File: config.mk
export PLATFORM = sky130hd
export DESIGN_NAME = compress_prb_sched
export DESIGN_NICKNAME = d
export VERILOG_FILES = /design/src/rtl/cpri_tx_pkg.sv /design/src/rtl/prb_align_pipe.sv /design/src/rtl/compress_prb_sched.sv
export SDC_FILE = /design/constraint.sdc
export NUM_CORES = 1
export LEC_CHECK = 0
export CORE_MARGIN = 8
export CORE_UTILIZATION = 50
export DETAILED_ROUTE_END_ITERATION = 6
export GPL_ROUTABILITY_DRIVEN = 0
export PLACE_DENSITY = 0.85
export RECOVER_POWER = 25
export REMOVE_ABC_BUFFERS = 1
export SETUP_SLACK_MARGIN = 0.4
export SLEW_MARGIN = 20
export SYNTH_ARGS = -nofsm -noshare
export SYNTH_HDL_FRONTEND = slang
export SYNTH_SLANG_ARGS = --single-unit
export TNS_END_PERCENT = 1
File: constraint.sdc
create_clock -name clk -period 3.5 [get_ports clk]
set_input_delay 0.35 -clock clk [delete_from_list [all_inputs] [get_ports clk]]
set_output_delay 0.35 -clock clk [all_outputs]
set_load 0.01 [all_outputs]
File: src/rtl/cpri_tx_pkg.sv
// Shared CPRI TX definitions: PRB geometry, tag widths and scheduler states.
package cpri_tx_pkg;
    localparam int RE_PER_PRB = 12;
    localparam int MAX_PRB    = 273;
    localparam int SLOT_W     = 7;
    localparam int SYMB_W     = 4;
    localparam int PRB_W      = 9;

    typedef enum logic [2:0] {
        ST_IDLE,
        ST_WAIT,
        ST_BURST,
        ST_GAP,
        ST_FLUSH
    } sched_st_t;

    function automatic logic [PRB_W-1:0] clamp_prb(input logic [PRB_W-1:0] n);
        if (n == '0)
            return PRB_W'(1);
        if (n > PRB_W'(MAX_PRB))
            return PRB_W'(MAX_PRB);
        return n;
    endfunction
endpackage

File: src/rtl/prb_align_pipe.sv
// Fixed-depth delay line that lines up PRB framing with buffer read data.
module prb_align_pipe #(
    parameter int DEPTH = 1,
    parameter int W     = 12
) (
    input  logic         clk,
    input  logic         rst,
    input  logic [W-1:0] i_d,
    output logic [W-1:0] o_q
);
    logic [W-1:0] r_pipe [DEPTH];

    always_ff @(posedge clk or negedge rst) begin
        if (!rst) begin
            for (int i = 0; i < DEPTH; i++)
                r_pipe[i] <= '0;
        end else begin
            r_pipe[0] <= i_d;
            for (int i = 1; i < DEPTH; i++)
                r_pipe[i] <= r_pipe[i-1];
        end
    end

    assign o_q = r_pipe[DEPTH-1];
endmodule

File: src/rtl/compress_prb_sched.sv
// Per-symbol PRB scheduler feeding the 4-antenna block compressor.
module compress_prb_sched
    import cpri_tx_pkg::*;
#(
    parameter int RD_LAT  = 1,
    parameter int PRB_GAP = 2
) (
    input  logic              clk,
    input  logic              rst,
    input  logic              i_sym_start,
    input  logic [SLOT_W-1:0] i_slot_idx,
    input  logic [SYMB_W-1:0] i_symb_idx,
    input  logic [PRB_W-1:0]  i_num_prb,
    input  logic [15:0]       i_ch_type,
    input  logic [31:0]       i_info,
    input  logic [3:0]        i_buf_rdy,
    output logic [3:0]        o_rd_en,
    output logic [3:0]        o_sel,
    output logic [3:0]        o_sop,
    output logic [3:0]        o_eop,
    output logic [3:0]        o_vld,
    output logic [SLOT_W-1:0] o_slot_idx,
    output logic [SYMB_W-1:0] o_symb_idx,
    output logic [PRB_W-1:0]  o_prb_idx,
    output logic [15:0]       o_ch_type,
    output logic [31:0]       o_info,
    output logic              o_busy,
    output logic              o_sym_done,
    output logic              o_err_start
);
    localparam int RE_W = (RE_PER_PRB > 1) ? $clog2(RE_PER_PRB) : 1;
    localparam logic [RE_W-1:0] RE_LAST  = RE_W'(RE_PER_PRB - 1);
    localparam logic [2:0]      GAP_LAST = 3'(PRB_GAP - 1);
    localparam logic [1:0]      FL_LAST  = 2'(RD_LAT - 1);
    localparam int PIPE_W = 3 + PRB_W;

    sched_st_t         r_state;
    logic [RE_W-1:0]   r_re_cnt;
    logic [PRB_W-1:0]  r_prb_cnt;
    logic [PRB_W-1:0]  r_num_m1;
    logic [2:0]        r_gap_cnt;
    logic [1:0]        r_fl_cnt;
    logic              r_rd_en;
    logic              r_sel;
    logic              r_sop0;
    logic              r_eop0;
    logic [PRB_W-1:0]  r_prb0;
    logic              r_busy;
    logic              r_done;
    logic              r_err;
    logic [SLOT_W-1:0] r_slot;
    logic [SYMB_W-1:0] r_symb;
    logic [15:0]       r_ch;
    logic [31:0]       r_info;

    logic              w_accept;
    logic              w_last_re;
    logic              w_fl_done;
    logic              w_burst;
    logic [PRB_W-1:0]  w_num;
    logic [PIPE_W-1:0] w_pipe_q;

    // A start coinciding with o_sym_done is refused like any busy start.
    assign w_accept  = i_sym_start && (r_state == ST_IDLE) && !r_done;
    assign w_last_re = (r_re_cnt == RE_LAST);
    assign w_fl_done = (r_state == ST_FLUSH) && (r_fl_cnt == FL_LAST);
    assign w_burst   = (r_state == ST_BURST);
    assign w_num     = clamp_prb(i_num_prb);

    always_ff @(posedge clk or negedge rst) begin
        if (!rst) begin
            r_state   <= ST_IDLE;
            r_re_cnt  <= '0;
            r_prb_cnt <= '0;
            r_num_m1  <= '0;
            r_gap_cnt <= '0;
            r_fl_cnt  <= '0;
            r_rd_en   <= 1'b0;
            r_sel     <= 1'b0;
            r_sop0    <= 1'b0;
            r_eop0    <= 1'b0;
            r_prb0    <= '0;
            r_busy    <= 1'b0;
            r_done    <= 1'b0;
            r_err     <= 1'b0;
            r_slot    <= '0;
            r_symb    <= '0;
            r_ch      <= '0;
            r_info    <= '0;
        end else begin
            r_rd_en <= w_burst;
            r_sop0  <= w_burst && (r_re_cnt == '0);
            r_eop0  <= w_burst && w_last_re;
            r_prb0  <= w_burst ? r_prb_cnt : '0;
            r_sel   <= (r_state != ST_IDLE);
            r_err   <= i_sym_start && !w_accept;
            r_done  <= w_fl_done;
            if (w_fl_done)
                r_busy <= 1'b0;
            else if (w_accept)
                r_busy <= 1'b1;

            unique case (r_state)
                ST_IDLE: begin
                    if (w_accept) begin
                        r_slot    <= i_slot_idx;
                        r_symb    <= i_symb_idx;
                        r_ch      <= i_ch_type;
                        r_info    <= i_info;
                        r_num_m1  <= w_num - PRB_W'(1);
                        r_prb_cnt <= '0;
                        r_state   <= ST_WAIT;
                    end
                end
                ST_WAIT: begin
                    if (&i_buf_rdy) begin
                        r_re_cnt <= '0;
                        r_state  <= ST_BURST;
                    end
                end
                ST_BURST: begin
                    if (w_last_re) begin
                        r_re_cnt <= '0;
                        if (r_prb_cnt == r_num_m1) begin
                            r_fl_cnt <= '0;
                            r_state  <= ST_FLUSH;
                        end else begin
                            r_prb_cnt <= r_prb_cnt + PRB_W'(1);
                            r_gap_cnt <= '0;
                            r_state   <= (PRB_GAP == 0) ? ST_WAIT : ST_GAP;
                        end
                    end else begin
                        r_re_cnt <= r_re_cnt + RE_W'(1);
                    end
                end
                ST_GAP: begin
                    if (r_gap_cnt == GAP_LAST)
                        r_state <= ST_WAIT;
                    else
                        r_gap_cnt <= r_gap_cnt + 3'd1;
                end
                ST_FLUSH: begin
                    if (r_fl_cnt == FL_LAST)
                        r_state <= ST_IDLE;
                    else
                        r_fl_cnt <= r_fl_cnt + 2'd1;
                end
                default: r_state <= ST_IDLE;
            endcase
        end
    end

    prb_align_pipe #(
        .DEPTH (RD_LAT),
        .W     (PIPE_W)
    ) u_align (
        .clk (clk),
        .rst (rst),
        .i_d ({r_sop0, r_eop0, r_rd_en, r_prb0}),
        .o_q (w_pipe_q)
    );

    assign o_rd_en     = {4{r_rd_en}};
    assign o_sel       = {4{r_sel}};
    assign o_sop       = {4{w_pipe_q[PIPE_W-1]}};
    assign o_eop       = {4{w_pipe_q[PIPE_W-2]}};
    assign o_vld       = {4{w_pipe_q[PIPE_W-3]}};
    assign o_prb_idx   = w_pipe_q[PRB_W-1:0];
    assign o_slot_idx  = r_slot;
    assign o_symb_idx  = r_symb;
    assign o_ch_type   = r_ch;
    assign o_info      = r_info;
    assign o_busy      = r_busy;
    assign o_sym_done  = r_done;
    assign o_err_start = r_err;
endmodule

== Word-level counts from Yosys, hierarchy flattened ==
Index checks and enable logic that the tools add are counted.
Operators by class
  mux-type cells: 32
  eq/ne operators: 16
  reduce and logical (&&, ||, !) cells: 25
  add/subtract/negate cells: 5
  magnitude comparators: 1
Operators by type and width (number)
  two-way mux 9 bit: 8
  two-way mux 3 bit: 9
  case mux 9 bit (2 select lines): 1
  AND reduction 4 bit: 4
  case mux 3 bit (5 select lines): 1
  != test 2 bit, second input constant: 7
  nonzero test 2 bit: 5
  adder 9 x 1 -> 9 bit, second input constant: 1
  == test 9 bit: 1
  > comparator 9 bit, second input constant: 1
  logical NOT 9 bit: 1
  subtractor 9 x 1 -> 9 bit, second input constant: 1
  two-way mux 4 bit: 2
  case mux 4 bit (2 select lines): 1
  == test 3 x 1 -> 1 bit, second input constant: 2
  == test 3 x 2 -> 1 bit, second input constant: 2
  logical AND 1 bit: 6
  two-way mux 2 bit: 3
  case mux 3 bit (2 select lines): 1
  two-way mux 1 bit: 5
  AND reduction 5 bit: 1
  adder 4 x 1 -> 4 bit, second input constant: 1
  == test 4 bit, second input constant: 1
  logical NOT 4 bit: 1
  other kinds (10): 13
Word-level totals
  bits in registers: 117
  output and inout port bits: 91

== Longest topological paths before layout ==
  depth after elaboration: 6
  gate-level depth with buffers: 10
  mapped depth without buffers: 9

== Cells and area by module ==
From an unflattened synthesis, not the netlist that was laid out.
Unflattened totals
  cell total of the unflattened synthesis: 522
  area, all modules: 5098.6 µm²
By module, submodules not included
  compress_prb_sched: cells an instance 510, area an instance 4798.4 µm², times used 1, seq. area each 2627.5 µm²
  prb_align_pipe: cells an instance 12, area an instance 300.3 µm², times used 1, seq. area each 300.3 µm²

== Least setup slack after synthesis ==
Ideal clock, no wire load.
  kind: input -> register
  from: input i_num_prb[7]
  to: register r_num_m1[6]
  path slack: 927 ps
  data arrival time: 2455 ps
  cell stages on the path: 10
  buffers on the path: 1
  path through: or3_1 -> clkbuf_1 -> o21ai_1 -> o311a_1 -> ha_1 -> or4b_1 -> nor2_1 -> xnor2_1 -> o221ai_1 -> o21a_1
Between the ends
  word-level cells in the longest chain between the ends: 6
  elaborated cells on any way between the ends: 9
  those cells by class: add/sub (1); order compare (1); mux (6); reduce/logical (1)
Ends and longest elaborated chain
  start, declared: RTL line compress_prb_sched.sv:13  | input logic [PRB_W-1:0] i_num_prb,
  > comparator 9 bit: RTL line cpri_tx_pkg.sv:20  | if (n > PRB_W'(MAX_PRB))
  two-way mux 1 bit (2 in series): RTL line cpri_tx_pkg.sv:20
  two-way mux 9 bit: RTL line cpri_tx_pkg.sv:22  | return n;
  two-way mux 9 bit *: RTL line cpri_tx_pkg.sv:20
  subtractor 9 x 1 -> 9 bit *: RTL line compress_prb_sched.sv:110  | r_num_m1 <= w_num - PRB_W'(1);
  end signal, assigned: RTL line compress_prb_sched.sv:110
  end, declared: RTL line compress_prb_sched.sv:40  | logic [PRB_W-1:0] r_num_m1;
Every way passes the cells marked *; elsewhere a longest branch is shown, timed or not. The select of a mux whose other input is x is not followed.
A chain may end at the register's enable or synchronous reset.

== Worst setup path after layout ==
Same ends and word-level chain as after synthesis.

==> report_table.html <==
<table>
<tr><th>Metric</th><th>Value</th></tr>
<tr><th colspan="2">Outcome</th></tr>
<tr><td>Status</td><td>finished with violations</td></tr>
<tr><td>Violations in the final reports</td><td>capacitance limit, slew limit</td></tr>
<tr><th colspan="2">Min path</th></tr>
<tr><td>Worst Hold Path EP</td><td>u_align.o_q[7]</td></tr>
<tr><td>Hold path startpoint</td><td>r_prb0[7]</td></tr>
<tr><td>Hold-critical path depth</td><td>0</td></tr>
<tr><td>Worst hold path class</td><td>reg2reg</td></tr>
<tr><th colspan="2">STA</th></tr>
<tr><td>Post-route clock skew</td><td>~0.023 ns</td></tr>
<tr><td>Hold Vio Cnt, Final</td><td>0</td></tr>
<tr><td>Unrepaired setup endpoints after global routing</td><td>no</td></tr>
<tr><td>Maximum clock frequency</td><td>~360 MHz</td></tr>
<tr><td>Pins over their slew limit</td><td>about 70</td></tr>
<tr><td>Final worst hold slack</td><td>approximately 0.34 ns</td></tr>
<tr><td>Count of endpoints failing setup in the final report</td><td>0</td></tr>
<tr><td>Min Clock Period, post-route</td><td>2.81 ns</td></tr>
<tr><td>Post-route fraction of the period consumed by the critical path</td><td>between 80% and 90%</td></tr>
<tr><td>Slew at the pin with the worst max-slew slack</td><td>around 1.6 ns</td></tr>
<tr><td>Relative max-transition margin</td><td>-8.15%</td></tr>
<tr><th colspan="2">Global route</th></tr>
<tr><td>GRT Resource Usage Total</td><td>between 10% and 20%</td></tr>
<tr><td>Number of global-route vias before repair</td><td>between 4000 and 5000</td></tr>
<tr><td>Aggregate global routing overflow</td><td>0</td></tr>
<tr><td>Initial antenna violation count</td><td>0</td></tr>
<tr><td>Maximum number of pins on one net before global-route repair</td><td>69</td></tr>
<tr><td>Wire length of the first global-routing pass</td><td>between 20 and 25 mm</td></tr>
<tr><th colspan="2">Floorplan</th></tr>
<tr><td>Area of the core</td><td>slightly below 10000 µm²</td></tr>
<tr><td>Number of primary I/O pins</td><td>around 170</td></tr>
<tr><td>Die outline width</td><td>about 120 µm</td></tr>
<tr><td>Initial core utilization</td><td>51.4%</td></tr>
<tr><td>Cell Rows</td><td>36</td></tr>
<tr><td>Die outline area</td><td>around 14000 µm²</td></tr>
<tr><td>Chip Height</td><td>roughly 120 µm</td></tr>
<tr><th colspan="2">Layout</th></tr>
<tr><td>Final net count</td><td>~760</td></tr>
<tr><td>Post-layout instance count excluding filler cells</td><td>821</td></tr>
<tr><td>Fillers</td><td>roughly 700</td></tr>
<tr><td>Syn-to-layout area delta</td><td>43.2%</td></tr>
<tr><td>Antenna cell count</td><td>0</td></tr>
<tr><td>Share of layout cells above drive strength 1</td><td>just over 6%</td></tr>
<tr><th colspan="2">Drt</th></tr>
<tr><td>Average routed wire per standard cell</td><td>~15 µm</td></tr>
<tr><td>First-iteration detailed-routing DRC count</td><td>295</td></tr>
<tr><td>Initial DRT Pass Iterations</td><td>4</td></tr>
<tr><td>Total detailed-routing wirelength</td><td>~13 mm</td></tr>
<tr><td>Detail Route Antenna Nets</td><td>0</td></tr>
<tr><td>Avg Vias per Cell</td><td>slightly below 5</td></tr>
<tr><td>Via Count</td><td>approximately 4100</td></tr>
<tr><td>DRC violations left</td><td>0</td></tr>
<tr><th colspan="2">Clock tree</th></tr>
<tr><td>Number of buffers between clock root and the deepest sink</td><td>2</td></tr>
<tr><td>Clock root buffer</td><td>sky130_fd_sc_hd__clkbuf_8</td></tr>
<tr><td>Resized Gates After CTS</td><td>0</td></tr>
<tr><td>H-tree lvl count</td><td>4</td></tr>
<tr><td>Clock slew at reported path FFs</td><td>0.05 ns</td></tr>
<tr><td>CTS Sinks</td><td>around 120</td></tr>
<tr><td>Worst-Skew Late Latency</td><td>0.51 ns</td></tr>
<tr><td>Total clock buffers created by CTS</td><td>17</td></tr>
<tr><td>TritonCTS clock tree</td><td>built</td></tr>
<tr><th colspan="2">Yosys</th></tr>
<tr><td>Distinct cells, synth</td><td>between 40 and 50</td></tr>
<tr><td>Ys Warns</td><td>0</td></tr>
<tr><td>Post-Syn Instances</td><td>528</td></tr>
<tr><td>Proportion of synthesized chip area in sequential cells</td><td>approximately 60%</td></tr>
<tr><td>Prevailing post-synth register cell</td><td>sky130_fd_sc_hd__dfrtp_1</td></tr>
<tr><td>Number of enable-type register cells in the synthesized netlist</td><td>0</td></tr>
<tr><td>Synthesized area divided by synthesized cell count</td><td>between 9 and 10 µm²</td></tr>
<tr><td>Synth Cell Area</td><td>5020 µm²</td></tr>
<tr><td>Count of state elements after synthesis</td><td>around 120</td></tr>
<tr><td>Fraction of registers with async set or reset after synthesis</td><td>100%</td></tr>
<tr><th colspan="2">Critical path</th></tr>
<tr><td>Critical Path End Type</td><td>register</td></tr>
<tr><td>Chain of cells forming the critical path</td><td>clkdlybuf4s50_1 -&gt; or3_1 -&gt; o21ai_1 -&gt; o311a_1 -&gt; ha_1 -&gt; or4b_1 -&gt; nor2_1 -&gt; xnor2_1 -&gt; o221ai_1 -&gt; o21a_1</td></tr>
<tr><td>Top delay family on crit path</td><td>simple AND/OR/NAND/NOR gates</td></tr>
<tr><td>Max Fanout on Critical Path</td><td>7</td></tr>
<tr><td>Critical path's slowest cell</td><td>sky130_fd_sc_hd__or3_1</td></tr>
<tr><td>Number of buffers and inverters on the critical path</td><td>1</td></tr>
<tr><td>FF-to-FF path depth</td><td>4</td></tr>
<tr><td>Critical path start-end classification</td><td>in2reg</td></tr>
<tr><td>Data arrival time of the critical path</td><td>between 3 and 4 ns</td></tr>
<tr><td>Number of cells on the critical path</td><td>10</td></tr>
<tr><td>Worst R2R End</td><td>o_err_start</td></tr>
<tr><td>Crit path required time</td><td>around 3.9 ns</td></tr>
<tr><td>Element type at the critical path start</td><td>input pin</td></tr>
<tr><td>Worst R2R Start</td><td>r_state[1]</td></tr>
<tr><td>Max stage delay on crit path</td><td>about 0.51 ns</td></tr>
<tr><td>Slack of the worst reg-to-reg path</td><td>a little over 1 ns</td></tr>
<tr><th colspan="2">Power and ir drop</th></tr>
<tr><td>Worst vdd ir</td><td>397 µV</td></tr>
<tr><td>Pwr/cell area</td><td>787 nW/µm²</td></tr>
<tr><td>Leakage power total</td><td>~3.4 nW</td></tr>
<tr><td>Tot Pwr</td><td>between 5 and 6 mW</td></tr>
<tr><th colspan="2">Placed design</th></tr>
<tr><td># port buffers</td><td>approximately 170</td></tr>
<tr><td>Number of placed instances with taps included</td><td>789</td></tr>
<tr><td>Placed wire-length estimate</td><td>slightly above 9 mm</td></tr>
<tr><th colspan="2">Flow run</th></tr>
<tr><td>Max Cap Violations</td><td>1</td></tr>
</table>
where the power goes:
group	switching, mW	internal [mW]	total, mW	leakage (nW)
registers	0.304	1.80	2.11	1.50
logic	0.912	1.01	1.92	1.63
clock network	0.572	1.06	1.63	0.273
repair_timing:
action	4_1_cts	5_1_grt
setup buffers	0	0
endpoints found under the hold margin	66	0
hold buffers	1	0
setup endpoints to repair	0	0
logic make-up after synthesis:
| logic type | count (synthesis) | synth area share, % |
|---|---|---|
| and+or+nand+nor | 283 | 24.7 |
| DFF | 117 | 58.3 |
| AOI/OAI and AO/OA | 51 | 6.03 |
| buffers and inverters | 51 | 5.78 |
| xor gates and xnor gates | 15 | 2.62 |
| adders and majority gates | 7 | 1.74 |
| muxes | 4 | 0.823 |
per-layer routing:
layer  track usage, %  share of wire (%)  vias to the layer above
met1             22.2                 41                     1924
met4             7.35                1.1                        0
met5                0                  0                        -
li1                 -                  -                     2005
met3             5.33                6.7                        8
met2             32.8                 51                      130
worst max path at each step:
stage	startpoint	endpoint	slack (ns)
4_1_cts	i_num_prb[7]	r_num_m1[6]	0.75
3_3_place_gp	i_num_prb[7]	r_num_m1[6]	0.36
6_report	i_num_prb[7]	r_num_m1[6]	0.69
5_1_grt	i_num_prb[7]	r_num_m1[6]	0.62
2_1_floorplan	r_state[1]	r_num_m1[6]	-2.20
3_5_place_dp	i_num_prb[7]	r_num_m1[6]	0.21
area by class of cell:
type / count / area, µm² / share of cell area (%)
tap: 133 / 166 / 2.31
multi-input combinational: 360 / 1800 / 25.1
clock buffer: 22 / 463 / 6.44
clock inverter: 9 / 103 / 1.43
sequential: 117 / 2930 / 40.7
inverter: 9 / 33.8 / 0.470
timing repair buffer: 171 / 1690 / 23.6
cells in the mapped netlist, types with 4 or more instances:
cell type                  count  area share [%]
sky130_fd_sc_hd__xor2_1       12             2.1
sky130_fd_sc_hd__buf_4        19             2.8
sky130_fd_sc_hd__inv_1         8            0.60
sky130_fd_sc_hd__nor2_1       20             1.5
sky130_fd_sc_hd__nand2b_1      5            0.62
sky130_fd_sc_hd__nand2_1     202              15
sky130_fd_sc_hd__nand4_1       6            0.75
sky130_fd_sc_hd__or3_1         7            0.87
sky130_fd_sc_hd__and2_1        4            0.50
sky130_fd_sc_hd__clkbuf_1      6            0.45
sky130_fd_sc_hd__o21ai_0       6            0.60
sky130_fd_sc_hd__o31ai_1       5            0.75
sky130_fd_sc_hd__buf_2        16             1.6
sky130_fd_sc_hd__a21oi_1      14             1.4
sky130_fd_sc_hd__ha_1          7             1.7
sky130_fd_sc_hd__o21ai_1      14             1.4
sky130_fd_sc_hd__nor3_1        8            0.80
sky130_fd_sc_hd__or4_1         4            0.60
sky130_fd_sc_hd__dfrtp_1     117              58
sky130_fd_sc_hd__nand3_1       5            0.50
sky130_fd_sc_hd__and3_1        9             1.1
cells in the final DEF (no fill, tap or decap), types with 8 or more instances in the layout:
cell type | Yosys | layout
sky130_fd_sc_hd__xor2_1 | 12 | 12
sky130_fd_sc_hd__and3_1 | 9 | 9
sky130_fd_sc_hd__clkbuf_16 | 0 | 16
sky130_fd_sc_hd__nand2_1 | 202 | 202
sky130_fd_sc_hd__dfrtp_1 | 117 | 117
sky130_fd_sc_hd__nor2_1 | 20 | 20
sky130_fd_sc_hd__clkdlybuf4s50_1 | 0 | 164
sky130_fd_sc_hd__a21oi_1 | 14 | 14
sky130_fd_sc_hd__or3_1 | 7 | 8
sky130_fd_sc_hd__nor3_1 | 8 | 8
sky130_fd_sc_hd__o21ai_1 | 14 | 14
sky130_fd_sc_hd__inv_1 | 8 | 8
flip-flops by register name (all words and copies together), names as in the netlist, 4 cells and up:
name,count
o_info,32
o_ch_type,16
u_align.o_q,12
r_num_m1,9
r_prb0,9
r_prb_cnt,9
o_slot_idx,7
o_symb_idx,4
r_re_cnt,4
through the flow:
stage | setup WS [ns] | TNS (ns) | utilization (%) | instance area, µm²
2_1_floorplan | -2.20 | -113.12 | - | 4760
3_5_place_dp | 0.212 | 0 | 67.7 | 6620
4_1_cts | 0.755 | 0 | 73.6 | 7200
5_1_grt | 0.616 | 0 | 73.6 | 7190
3_3_place_gp | 0.364 | 0 | 67.7 | 6620
6_report | 0.695 | 0 | 73.6 | 7190
Power figures use the tool's default switching activity.
